===== src/rtl/sad_min_select_if.sv =====
// Handshake and result bundle between the SAD engine, sad_min_select and the
// motion-vector control logic. The slave side is the selector itself.
interface sad_min_select_if #(
  parameter int SAD_W = 32,
  parameter int IDX_W = 8
);
  logic             start;
  logic [IDX_W-1:0] num_cand;
  logic [SAD_W-1:0] thresh;
  logic [SAD_W-1:0] sad_in;
  logic             sad_valid;
  logic             sad_ready;
  logic             busy;
  logic [SAD_W-1:0] best_sad;
  logic [IDX_W-1:0] best_idx;
  logic             early;
  logic             done;
  logic [1:0]       state_dbg;

  // sad_in is transferred on a rising clk edge where sad_valid and sad_ready
  // are both high; sad_ready depends only on state, never on sad_valid.
  modport master (
    output start, num_cand, thresh, sad_in, sad_valid,
    input  sad_ready, busy, best_sad, best_idx, early, done, state_dbg
  );

  modport slave (
    input  start, num_cand, thresh, sad_in, sad_valid,
    output sad_ready, busy, best_sad, best_idx, early, done, state_dbg
  );
endinterface


===== src/rtl/sad_min_select.sv =====
// Minimum-SAD selector: scans one search window of SAD results, keeps the
// smallest value and its arrival index, and optionally stops on a threshold hit.
module sad_min_select #(
  parameter int SAD_W = 32,
  parameter int IDX_W = 8
) (
  input  logic              clk,
  input  logic              rst,
  sad_min_select_if.slave   bus
);

  typedef enum logic [1:0] {
    IDLE = 2'd0,
    SCAN = 2'd1,
    DONE = 2'd2
  } state_t;

  state_t           state;
  logic [IDX_W-1:0] cnt;
  logic [IDX_W-1:0] num_lat;
  logic [SAD_W-1:0] thr_lat;
  logic [SAD_W-1:0] best_sad_r;
  logic [IDX_W-1:0] best_idx_r;
  logic             early_r;
  logic             done_r;
  logic             busy_r;
  logic             ready_r;

  logic take;
  logic hit;
  logic last;

  // The first sample of a search always wins so an all-ones SAD is recorded.
  assign take = (cnt == '0) || (bus.sad_in < best_sad_r);
  assign hit  = (thr_lat != '1) && (bus.sad_in <= thr_lat);
  assign last = (cnt == num_lat);

  always_ff @(posedge clk) begin
    if (rst) begin
      state      <= IDLE;
      cnt        <= '0;
      num_lat    <= '0;
      thr_lat    <= '0;
      best_sad_r <= '1;
      best_idx_r <= '0;
      early_r    <= 1'b0;
      done_r     <= 1'b0;
      busy_r     <= 1'b0;
      ready_r    <= 1'b0;
    end else begin
      done_r <= 1'b0;
      case (state)
        IDLE: begin
          if (bus.start) begin
            num_lat <= bus.num_cand;
            thr_lat <= bus.thresh;
            cnt     <= '0;
            early_r <= 1'b0;
            state   <= SCAN;
            busy_r  <= 1'b1;
            ready_r <= 1'b1;
          end
        end
        SCAN: begin
          if (bus.sad_valid) begin
            if (take) begin
              best_sad_r <= bus.sad_in;
              best_idx_r <= cnt;
            end
            if (hit || last) begin
              early_r <= hit;
              state   <= DONE;
              done_r  <= 1'b1;
              ready_r <= 1'b0;
            end else begin
              cnt <= cnt + 1'b1;
            end
          end
        end
        DONE: begin
          state  <= IDLE;
          busy_r <= 1'b0;
        end
        default: begin
          state   <= IDLE;
          busy_r  <= 1'b0;
          ready_r <= 1'b0;
        end
      endcase
    end
  end

  assign bus.sad_ready = ready_r;
  assign bus.busy      = busy_r;
  assign bus.best_sad  = best_sad_r;
  assign bus.best_idx  = best_idx_r;
  assign bus.early     = early_r;
  assign bus.done      = done_r;
  assign bus.state_dbg = state;

endmodule


===== src/flat_wrapper.sv =====
// flat-port wrapper written by rule: the top's interface ports become plain ports
module sad_min_select_flat 
#(
  parameter int SAD_W = 32,
  parameter int IDX_W = 8
)
  (clk, rst, bus_start, bus_num_cand, bus_thresh, bus_sad_in, bus_sad_valid, bus_sad_ready, bus_busy, bus_best_sad, bus_best_idx, bus_early, bus_done, bus_state_dbg);
  sad_min_select_if #(.SAD_W(SAD_W), .IDX_W(IDX_W)) bus_i ();
  input  logic clk;
  input  logic rst;
  input wire logic [$bits(bus_i.start)-1:0] bus_start;
  input wire logic [$bits(bus_i.num_cand)-1:0] bus_num_cand;
  input wire logic [$bits(bus_i.thresh)-1:0] bus_thresh;
  input wire logic [$bits(bus_i.sad_in)-1:0] bus_sad_in;
  input wire logic [$bits(bus_i.sad_valid)-1:0] bus_sad_valid;
  output wire logic [$bits(bus_i.sad_ready)-1:0] bus_sad_ready;
  output wire logic [$bits(bus_i.busy)-1:0] bus_busy;
  output wire logic [$bits(bus_i.best_sad)-1:0] bus_best_sad;
  output wire logic [$bits(bus_i.best_idx)-1:0] bus_best_idx;
  output wire logic [$bits(bus_i.early)-1:0] bus_early;
  output wire logic [$bits(bus_i.done)-1:0] bus_done;
  output wire logic [$bits(bus_i.state_dbg)-1:0] bus_state_dbg;
  assign bus_i.start = bus_start;
  assign bus_i.num_cand = bus_num_cand;
  assign bus_i.thresh = bus_thresh;
  assign bus_i.sad_in = bus_sad_in;
  assign bus_i.sad_valid = bus_sad_valid;
  assign bus_sad_ready = bus_i.sad_ready;
  assign bus_busy = bus_i.busy;
  assign bus_best_sad = bus_i.best_sad;
  assign bus_best_idx = bus_i.best_idx;
  assign bus_early = bus_i.early;
  assign bus_done = bus_i.done;
  assign bus_state_dbg = bus_i.state_dbg;
  sad_min_select #(.SAD_W(SAD_W), .IDX_W(IDX_W)) u_core (.clk(clk), .rst(rst), .bus(bus_i));
endmodule

===== config.mk =====
export PLATFORM = sky130hd
export DESIGN_NAME = sad_min_select_flat
export DESIGN_NICKNAME = d
export VERILOG_FILES = /design/src/rtl/sad_min_select_if.sv /design/src/rtl/sad_min_select.sv /design/src/flat_wrapper.sv
export SDC_FILE = /design/constraint.sdc
export NUM_CORES = 1
export LEC_CHECK = 0
export ABC_AREA = 1
export CELL_PAD_IN_SITES_DETAIL_PLACEMENT = 0
export CELL_PAD_IN_SITES_GLOBAL_PLACEMENT = 1
export CORE_UTILIZATION = 35
export DETAILED_ROUTE_END_ITERATION = 8
export PLACE_DENSITY = 0.79
export SETUP_SLACK_MARGIN = 0.3
export SYNTH_ARGS = -nofsm -noshare
export SYNTH_HDL_FRONTEND = slang
export SYNTH_SLANG_ARGS = --single-unit

===== constraint.sdc =====
create_clock -name clk -period 3.45 [get_ports clk]
set_clock_uncertainty 0.05 [all_clocks]
set_input_delay 0.5175 -clock clk [delete_from_list [all_inputs] [get_ports clk]]
set_output_delay 0.5175 -clock clk [all_outputs]
set_load 0.01 [all_outputs]

==> implementation parameters, run 1 <==
Parameter                              Value

Place
  Setup slack after placement ... 0.507 ns
  Number of buffers inserted by port buffering ... 121
  Hpwl dp ... 10.8 mm
  Routability cong. ... 0.793

Detailed routing
  Vias ... 4950
  Starting DRT DRC Count ... 259
  Average wire per standard cell ... 13.6 µm
  Count of unresolved DRC violations after routing ... 0
  Total iterations of the first detailed-routing run ... 4
  Vias per std cell ... 4.71
  Overall routed net length ... 14.3 mm
  Number of nets with antenna violations after routing ... 0

Setup path
  Arrival time reported for the critical path endpoint ... 2.77 ns
  Reg-to-Reg End ... u_core.bus.best_idx[6]$_SDFFE_PP0P_
  Startpoint Class ... input port
  Required time of the worst setup path ... 3.64 ns
  Critical path type ... input port to flop
  Reg-to-reg critical path startpoint ... u_core.bus.best_sad[5]$_SDFFE_PP1P_
  FF-to-FF setup slack ... 1.16 ns
  Number of cells traversed by the worst register-to-register path ... 15
  Kind of end point of the critical path ... flop
  Critical path peak fanout ... 24

Timing
  Headroom to the max-slew limit ... 0.608
  Number of endpoints with negative hold slack in the final report ... 0
  Crit path setup slack, layout ... 0.877 ns
  Final setup violation count ... 0
  Share of the cycle needed by the critical path after routing ... 0.746
  Slew at the pin closest to its max-slew limit ... 0.586 ns
  Maximum achievable frequency ... 389 MHz
  Setup repair after global routing missed its margin ... no
  Post-layout min period ... 2.57 ns
  Max-slew violation count ... 0
  Summed negative setup slack over all endpoints ... 0 ns

Synthesis
  Leading area contributor after synthesis ... sky130_fd_sc_hd__dfxtp_1
  Number of nets in the synthesized netlist ... 865
  Cell area after technology mapping ... 0.00548 mm²
  Seq cells post-synth ... 94
  Count of unique library cells instantiated by Yosys ... 37
  Sequential element share of the synthesized area ... 0.343
  Mean instance size in the synthesized netlist ... 7.57 µm²
  Top-area cell type share of the netlist area ... 0.343
  Synthesized instance count ... 724
  Synth warn ... 0
  Area contributors post-synth ... sky130_fd_sc_hd__dfxtp_1 (34%), sky130_fd_sc_hd__ha_1 (15%), sky130_fd_sc_hd__nand2_1 (7.7%), sky130_fd_sc_hd__a21oi_1 (7.0%), sky130_fd_sc_hd__nand3_1 (6.4%)

Layout
  Antenna fix cells ... 0
  Fill count ... 1538
  Commonest non-fill, non-tap cells in the layout ... sky130_fd_sc_hd__clkdlybuf4s50_1 (121), sky130_fd_sc_hd__nand2_1 (112), sky130_fd_sc_hd__dfxtp_1 (94)
  Sequential cell area ... 0.00188 mm²
  Most frequent standard cell in the layout excluding fill and tap cells ... sky130_fd_sc_hd__clkdlybuf4s50_1
  Final Net Count ... 976
  Synth-to-layout area growth ... 31.5%
  Utilization after layout ... 0.472
  Fraction of layout instances using a drive strength above 1 ... 0.0894
  Combined area of the multi-input logic cells ... 0.00306 mm²

GRT
  Antenna violations before repair ... 0
  Via count of the first global-routing pass ... 4754
  Pin count of the biggest net entering global routing ... 67
  Global route overflow ... 0
  Overall routing resource usage ... 0.186
  First-pass GRT wire length ... 23.7 mm

Floorplanning
  Die ar. ... 0.0162 mm²
  Effective utilization at floorplan ... 0.359
  Core ar. ... 0.0153 mm²
  Number of I/O pins ... 122
  Die X-Extent ... 127 µm
  Die span in y ... 127 µm
  Row Count ... 45

Clocking
  TritonCTS sink count ... 94
  CTS H-tree lvls ... 3
  Clock insertion delay at the later pin of the skew report ... 0.35 ns
  Root Driver ... sky130_fd_sc_hd__clkbuf_16
  Hold buffers post-CTS ... 0
  Clock transition at the registers of the reported paths ... 0.06 ns
  Maximum buffer depth of the clock tree ... 2
  Clock tree from TritonCTS ... done
  Gates resized, CTS repair ... 0
  TritonCTS buffer count ... 9
  Total setup buffers inserted after CTS ... 0

Worst hold path
  Destination of the worst hold path ... u_core.bus.sad_ready$_SDFFE_PP0P_
  Number of cells traversed by the worst hold path ... 2
  Worst Hold Class ... flop to flop
  Hold_sp ... u_core.bus.sad_ready$_SDFFE_PP0P_

Pwr
  PwrDens ... 540 mW/mm²
  Leakage power summed over all cells ... 3.35 nW
  Worst IR Drop VDD ... 0.251 mV

Run
  Max-cap check violation count ... 0

Run status
  Result of the run ... completed
## cells in the mapped netlist
library cell	n
sky130_fd_sc_hd__a211oi_1	1
sky130_fd_sc_hd__a21o_1	2
sky130_fd_sc_hd__a21oi_1	77
sky130_fd_sc_hd__a21oi_2	5
sky130_fd_sc_hd__a31oi_1	1
sky130_fd_sc_hd__buf_1	1
sky130_fd_sc_hd__buf_2	7
sky130_fd_sc_hd__buf_4	2
sky130_fd_sc_hd__buf_8	3
sky130_fd_sc_hd__clkbuf_1	18
sky130_fd_sc_hd__clkinv_1	1
sky130_fd_sc_hd__dfxtp_1	94
sky130_fd_sc_hd__ha_1	65
sky130_fd_sc_hd__inv_1	90
sky130_fd_sc_hd__inv_2	8
sky130_fd_sc_hd__nand2_1	113
sky130_fd_sc_hd__nand2_2	6
sky130_fd_sc_hd__nand2_4	2
sky130_fd_sc_hd__nand2_8	1
sky130_fd_sc_hd__nand3_1	70
sky130_fd_sc_hd__nand3_2	20
sky130_fd_sc_hd__nand3b_1	1
sky130_fd_sc_hd__nand4_1	15
sky130_fd_sc_hd__nor2_1	42
sky130_fd_sc_hd__nor2_4	2
sky130_fd_sc_hd__nor3_1	4
sky130_fd_sc_hd__nor3_2	2
sky130_fd_sc_hd__nor4_1	5
sky130_fd_sc_hd__nor4_2	1
sky130_fd_sc_hd__o211ai_1	2
sky130_fd_sc_hd__o21a_1	2
sky130_fd_sc_hd__o21ai_0	49
sky130_fd_sc_hd__o21ai_1	2
sky130_fd_sc_hd__o21ai_2	3
sky130_fd_sc_hd__o22ai_1	1
sky130_fd_sc_hd__xnor2_1	2
sky130_fd_sc_hd__xor2_1	4
## worst max-delay path by stage
| stage | startpoint | end | slack, ns | cells after the start |
|---|---|---|---|---|
| after floorplan | bus_sad_in[5] | u_core.bus.best_sad[10]$_SDFFE_PP1P_ | 1.46 | 14 |
| after global placement | bus_sad_in[5] | u_core.bus.best_idx[5]$_SDFFE_PP0P_ | 0.53 | 15 |
| after detailed placement | bus_sad_in[5] | u_core.bus.best_idx[6]$_SDFFE_PP0P_ | 0.51 | 15 |
| after CTS | bus_sad_in[5] | u_core.bus.best_idx[5]$_SDFFE_PP0P_ | 0.87 | 15 |
| after global routing | bus_sad_in[5] | u_core.bus.best_idx[2]$_SDFFE_PP0P_ | 0.70 | 15 |
| final | bus_sad_in[5] | u_core.bus.best_idx[6]$_SDFFE_PP0P_ | 0.88 | 15 |
## layer usage
layer / global-route usage / routed length, µm / vias up
met1: 0.239 / 6830 / 2200
met5: 0 / 0 / -
met4: 0.0735 / 254 / 0
met3: 0.0251 / 471 / 16
li1: - / - / 2646
met2: 0.315 / 6720 / 88
## kinds of logic (layout without fill, tap and decap cells)
| logic type | Yosys count | count (layout) | share of synthesized area |
|---|---|---|---|
| simple gates | 284 | 284 | 0.259 |
| xor+xnor | 6 | 6 | 0.00959 |
| flops | 94 | 94 | 0.343 |
| compound gates | 145 | 145 | 0.142 |
| fa+ha+maj | 65 | 65 | 0.148 |
| buf+inv | 130 | 245 | 0.0981 |
## metrics by stage
step                total power [mW]  area (µm²)  hold WS, ns  std cells
global placement                2.92        6920        0.385       1035
finish                          3.89        7210        0.400       1050
global route                    4.19        7210        0.435       1050
detailed placement              2.93        6920        0.389       1035
CTS                             3.94        7210        0.399       1050
floorplan                       2.38        5480        0.395        724
## flip-flops by register name (all words and copies together), names as in the netlist
register              flops
u_core.bus.busy           1
u_core.cnt                8
u_core.bus.sad_ready      1
u_core.bus.best_sad      32
u_core.bus.done           1
u_core.bus.best_idx       8
u_core.num_lat            8
u_core.thr_lat           32
u_core.bus.state_dbg      2
u_core.bus.early          1
## worst max-delay path: stages
cell and delay, ns:
sky130_fd_sc_hd__clkdlybuf4s50_1 0.54, sky130_fd_sc_hd__ha_1 0.27, sky130_fd_sc_hd__a21oi_1 0.14, sky130_fd_sc_hd__nor2_1 0.06, sky130_fd_sc_hd__a211oi_1 0.17, sky130_fd_sc_hd__nand2_1 0.12, sky130_fd_sc_hd__nand2_1 0.07, sky130_fd_sc_hd__nand2_1 0.08
sky130_fd_sc_hd__nand2_1 0.09, sky130_fd_sc_hd__nand2_2 0.07, sky130_fd_sc_hd__nand2_4 0.09, sky130_fd_sc_hd__buf_4 0.30, sky130_fd_sc_hd__nand3_1 0.12, sky130_fd_sc_hd__nand2_1 0.08, sky130_fd_sc_hd__nor2_1 0.04
## layout make-up
cell class,instances,area share
clock buffers,15,0.0399
repair buffers,131,0.185
well taps,211,0.0366
inverters,99,0.0516
flip-flops and latches,94,0.261
multi-input cells,500,0.425
## power by group
group | switching, mW | internal [mW]
Combinational | 0.822 | 0.650
Clock | 0.429 | 0.565
Sequential | 0.140 | 1.29
Total | 1.39 | 2.50
(Power assumes the default switching activity.)
==> run 2: changes to the inputs <==
--- a/config.mk
+++ b/config.mk
@@ -8,9 +8,9 @@
 export ABC_AREA = 1
 export CELL_PAD_IN_SITES_DETAIL_PLACEMENT = 0
 export CELL_PAD_IN_SITES_GLOBAL_PLACEMENT = 1
-export CORE_UTILIZATION = 35
+export CORE_UTILIZATION = 33
 export DETAILED_ROUTE_END_ITERATION = 8
-export PLACE_DENSITY = 0.79
+export PLACE_DENSITY = 0.78
 export SETUP_SLACK_MARGIN = 0.3
 export SYNTH_ARGS = -nofsm -noshare
 export SYNTH_HDL_FRONTEND = slang
==> constraint.sdc (replaced) <==
create_clock -name clk -period 2.1 [get_ports clk]
set_clock_uncertainty 0.05 [all_clocks]
set_input_delay 0.315 -clock clk [delete_from_list [all_inputs] [get_ports clk]]
set_output_delay 0.315 -clock clk [all_outputs]
set_load 0.01 [all_outputs]
==> run 2 against run 1 <==
Compared with the run above: the run now ends with negative setup slack left; wire length is 19% higher; combinational power up 140%; final area grew 23%; critical path depth is 2 lower; setup slack worse by 0.91 ns; cell count up 5.3%; core utilization is 8.1 points higher; largest cell class unchanged; largest power group unchanged.
==> implementation parameters, run 2 (synthesis results as in run 1) <==
Parameter                              Value

Place
  Routability cong. ... 0.857 (+8.0%)
  Hpwl dp ... 11.2 mm (+4.6%)
  Number of buffers inserted by port buffering ... 121 (unchanged)

Clocking
  Clock tree from TritonCTS ... done
  Root Driver ... sky130_fd_sc_hd__clkbuf_16
  CTS H-tree lvls ... 3 (unchanged)
  TritonCTS sink count ... 94 (unchanged)
  Clock transition at the registers of the reported paths ... 0.07 ns (about the same)
  Clock insertion delay at the later pin of the skew report ... 0.35 ns (about the same)
  TritonCTS buffer count ... 9 (unchanged)
  Maximum buffer depth of the clock tree ... 2 (unchanged)
  Hold buffers post-CTS ... 0 (unchanged)

Setup path
  Required time of the worst setup path ... 2.28 ns (-1.36 ns)
  Cell with the most instances on the worst path ... sky130_fd_sc_hd__nand2_2
  Crit path cell chain ... inv_1 -> ha_1 -> nand2_1 -> nor2_2 -> nand2_2 -> nor4_4 -> nand2_2 -> nand2_2 -> nand2_4 -> buf_12 -> clkbuf_16 -> nand3_1 -> nand3_1
  Critical path peak fanout ... 8 (-67%)
  Kind of end point of the critical path ... flop
  Reg-to-Reg End ... u_core.bus.best_sad[6]$_SDFFE_PP1P_
  Startpoint Class ... flop
  Delay-heaviest family, CP ... simple AND/OR/NAND/NOR gates
  Critical path startpoint ... u_core.bus.best_sad[26]$_SDFFE_PP1P_
  Worst path buffer plus inverter count ... 3 (+1)
  Slowest CP cell ... sky130_fd_sc_hd__dfxtp_2
  Critical path type ... flop to flop
  Reg-to-reg critical path startpoint ... u_core.bus.best_sad[26]$_SDFFE_PP1P_
  Critical path's largest stage delay ... 0.34 ns (-0.20 ns)
  FF-to-FF setup slack ... -0.04 ns (-1.20 ns)
  Number of cells traversed by the worst register-to-register path ... 13 (-2)
  Arrival time reported for the critical path endpoint ... 2.31 ns (-0.46 ns)

Timing
  Setup repair after global routing missed its margin ... yes
  Summed negative setup slack over all endpoints ... -0.236 ns (-0.236 ns)
  Post-layout min period ... 2.14 ns
  Slew at the pin closest to its max-slew limit ... 0.401 ns (-0.184 ns)
  Maximum achievable frequency ... 468 MHz
  Max-slew violation count ... 0 (unchanged)
  Number of endpoints with negative hold slack in the final report ... 0 (unchanged)
  Final setup violation count ... 16 (+16)
  Crit path setup slack, layout ... -0.0353 ns (-0.913 ns)
  Headroom to the max-slew limit ... 0.730 (+0.122)
  Share of the cycle needed by the critical path after routing ... 1.02

Floorplanning
  Effective utilization at floorplan ... 0.341 (-0.0179)
  Number of I/O pins ... 122 (unchanged)
  Core ar. ... 0.0161 mm² (+5.2%)
  Row Count ... 46 (+2.2%)
  Die ar. ... 0.0171 mm² (+6.0%)
  Die span in y ... 131 µm (+2.9%)
  Die X-Extent ... 131 µm (+2.9%)

Layout
  Sequential cell area ... 0.00194 mm² (+2.9%)
  Most frequent standard cell in the layout excluding fill and tap cells ... sky130_fd_sc_hd__clkdlybuf4s50_1
  Fill count ... 1458 (-5.2%)
  Fraction of layout instances using a drive strength above 1 ... 0.383 (+0.294)
  Final Net Count ... 1026 (+5.1%)
  Commonest non-fill, non-tap cells in the layout ... sky130_fd_sc_hd__clkdlybuf4s50_1 (87), sky130_fd_sc_hd__nand2_1 (76), sky130_fd_sc_hd__inv_1 (63)
  Synth-to-layout area growth ... 62.2%
  Antenna fix cells ... 0 (unchanged)
  Combined area of the multi-input logic cells ... 0.00415 mm² (+35%)

Detailed routing
  Overall routed net length ... 16.9 mm (+19%)
  Number of nets with antenna violations after routing ... 0 (unchanged)
  Starting DRT DRC Count ... 186 (-28%)
  Vias ... 5461 (+10%)
  Total iterations of the first detailed-routing run ... 5 (+1)
  Vias per std cell ... 4.94 (+4.7%)
  Average wire per standard cell ... 15.3 µm (+13%)
  Count of unresolved DRC violations after routing ... 0 (unchanged)

GRT
  First-pass GRT wire length ... 25.3 mm (+6.8%)
  Overall routing resource usage ... 0.194 (+0.00776)
  Global route overflow ... 0 (unchanged)
  Antenna violations before repair ... 0 (unchanged)
  Via count of the first global-routing pass ... 5195 (+9.3%)
  Pin count of the biggest net entering global routing ... 49 (-27%)

Pwr
  Switching power of the nets ... 2.82 mW (+100%)
  Tot Pwr ... 7.50 mW (+93%)
  Worst IR Drop VDD ... 0.430 mV (+71%)
  Register share of total power ... 0.320 (-0.046)
  Total internal power ... 4.67 mW (+87%)
  Switching share of power ... 0.377 (+0.0195)
  Leakage power summed over all cells ... 3.81 nW (+14%)
  Logic pwr share ... 0.477 (+0.099)
  Portion of total power attributed to the clock network ... 0.203 (-0.052)
  PwrDens ... 843 mW/mm² (+56%)

Run status
  Result of the run ... complete, but fails checks
  Failing checks ... negative setup slack

Worst hold path
  Worst Hold Class ... input port to flop
  Hold_sp ... bus_sad_in[0]
  Destination of the worst hold path ... u_core.bus.best_sad[0]$_SDFFE_PP1P_
  Number of cells traversed by the worst hold path ... 3 (+1)

Run
  Max-cap check violation count ... 0 (unchanged)
run 2: cell count changes in the layout (fill, tap and decap cells not counted), moves of 34 or more:
cell                              change
sky130_fd_sc_hd__clkdlybuf4s50_1     -34
sky130_fd_sc_hd__buf_4               +37
sky130_fd_sc_hd__ha_1                -38
sky130_fd_sc_hd__ha_4                +37
sky130_fd_sc_hd__nand2_1             -36
sky130_fd_sc_hd__dfxtp_2             +41
sky130_fd_sc_hd__nand3_1             -35
sky130_fd_sc_hd__dfxtp_1             -42
run 2: power groups by stage:
stage | Combinational, mW | Sequential (mW) | Clock, mW
floorplan | 1.52 | 2.42 | 0
global placement | 2.53 | 2.39 | 0
detailed placement | 2.55 | 2.39 | 0
CTS | 2.97 | 2.36 | 1.57
global route | 3.94 | 2.44 | 1.64
finish | 3.57 | 2.40 | 1.52
run 2: worst register-to-register path: stages (launching register included):
cell                        delay, ns
sky130_fd_sc_hd__dfxtp_2         0.34
sky130_fd_sc_hd__inv_1           0.04
sky130_fd_sc_hd__ha_1            0.26
sky130_fd_sc_hd__nand2_1         0.07
sky130_fd_sc_hd__nor2_2          0.16
sky130_fd_sc_hd__nand2_2         0.10
sky130_fd_sc_hd__nor4_4          0.24
sky130_fd_sc_hd__nand2_2         0.09
sky130_fd_sc_hd__nand2_2         0.08
sky130_fd_sc_hd__nand2_4         0.07
sky130_fd_sc_hd__buf_12          0.17
sky130_fd_sc_hd__clkbuf_16       0.19
sky130_fd_sc_hd__nand3_1         0.09
sky130_fd_sc_hd__nand3_1         0.07
run 2: final cells by class:
| type | count | share of cell area |
|---|---|---|
| clock buffers | 13 | 0.0281 |
| clock inverters | 3 | 0.00225 |
| multi-input cells | 501 | 0.467 |
| repair buffers | 180 | 0.213 |
| inverters | 99 | 0.0418 |
| well taps | 216 | 0.0304 |
| flip-flops and latches | 94 | 0.218 |
run 2: stage by stage:
stage	cells	util	hold slack [ns]	setup WS, ns	instance area [µm²]
3_5_place_dp	1061	0.444	0.400	-0.623	7130
3_3_place_gp	1061	0.444	0.397	-0.679	7130
2_1_floorplan	724	-	0.395	0.235	5530
5_1_grt	1106	0.554	0.279	-0.162	8890
4_1_cts	1092	0.493	0.348	-0.0524	7920
6_report	1106	0.554	0.241	-0.0353	8890
run 2: worst max-delay path by stage:
stage	endpoint	slack, ns	cells after the start
2_1_floorplan	u_core.bus.best_sad[15]$_SDFFE_PP1P_	0.23	15
3_3_place_gp	u_core.bus.best_sad[5]$_SDFFE_PP1P_	-0.68	12
3_5_place_dp	u_core.bus.best_sad[23]$_SDFFE_PP1P_	-0.62	13
4_1_cts	u_core.bus.best_idx[4]$_SDFFE_PP0P_	-0.05	13
5_1_grt	u_core.bus.best_sad[6]$_SDFFE_PP1P_	-0.16	13
6_report	u_core.bus.best_sad[6]$_SDFFE_PP1P_	-0.04	13
run 2: per-layer routing:
layer | part of all wire | GRT usage | wire [µm]
met2 | 0.48 | 0.335 | 8160
met5 | 0 | 0 | 0
met1 | 0.47 | 0.247 | 7920
met4 | 0.017 | 0.0757 | 293
met3 | 0.033 | 0.0195 | 554
run 2: what timing repair did:
| item | 4_1_cts | 5_1_grt |
|---|---|---|
| setup endpoints to repair | 53 | 53 |
| setup buffers | 10 | 10 |
| pin swaps | 18 | 49 |
| cloned | 5 | 4 |
| resized for setup | 109 | 174 |
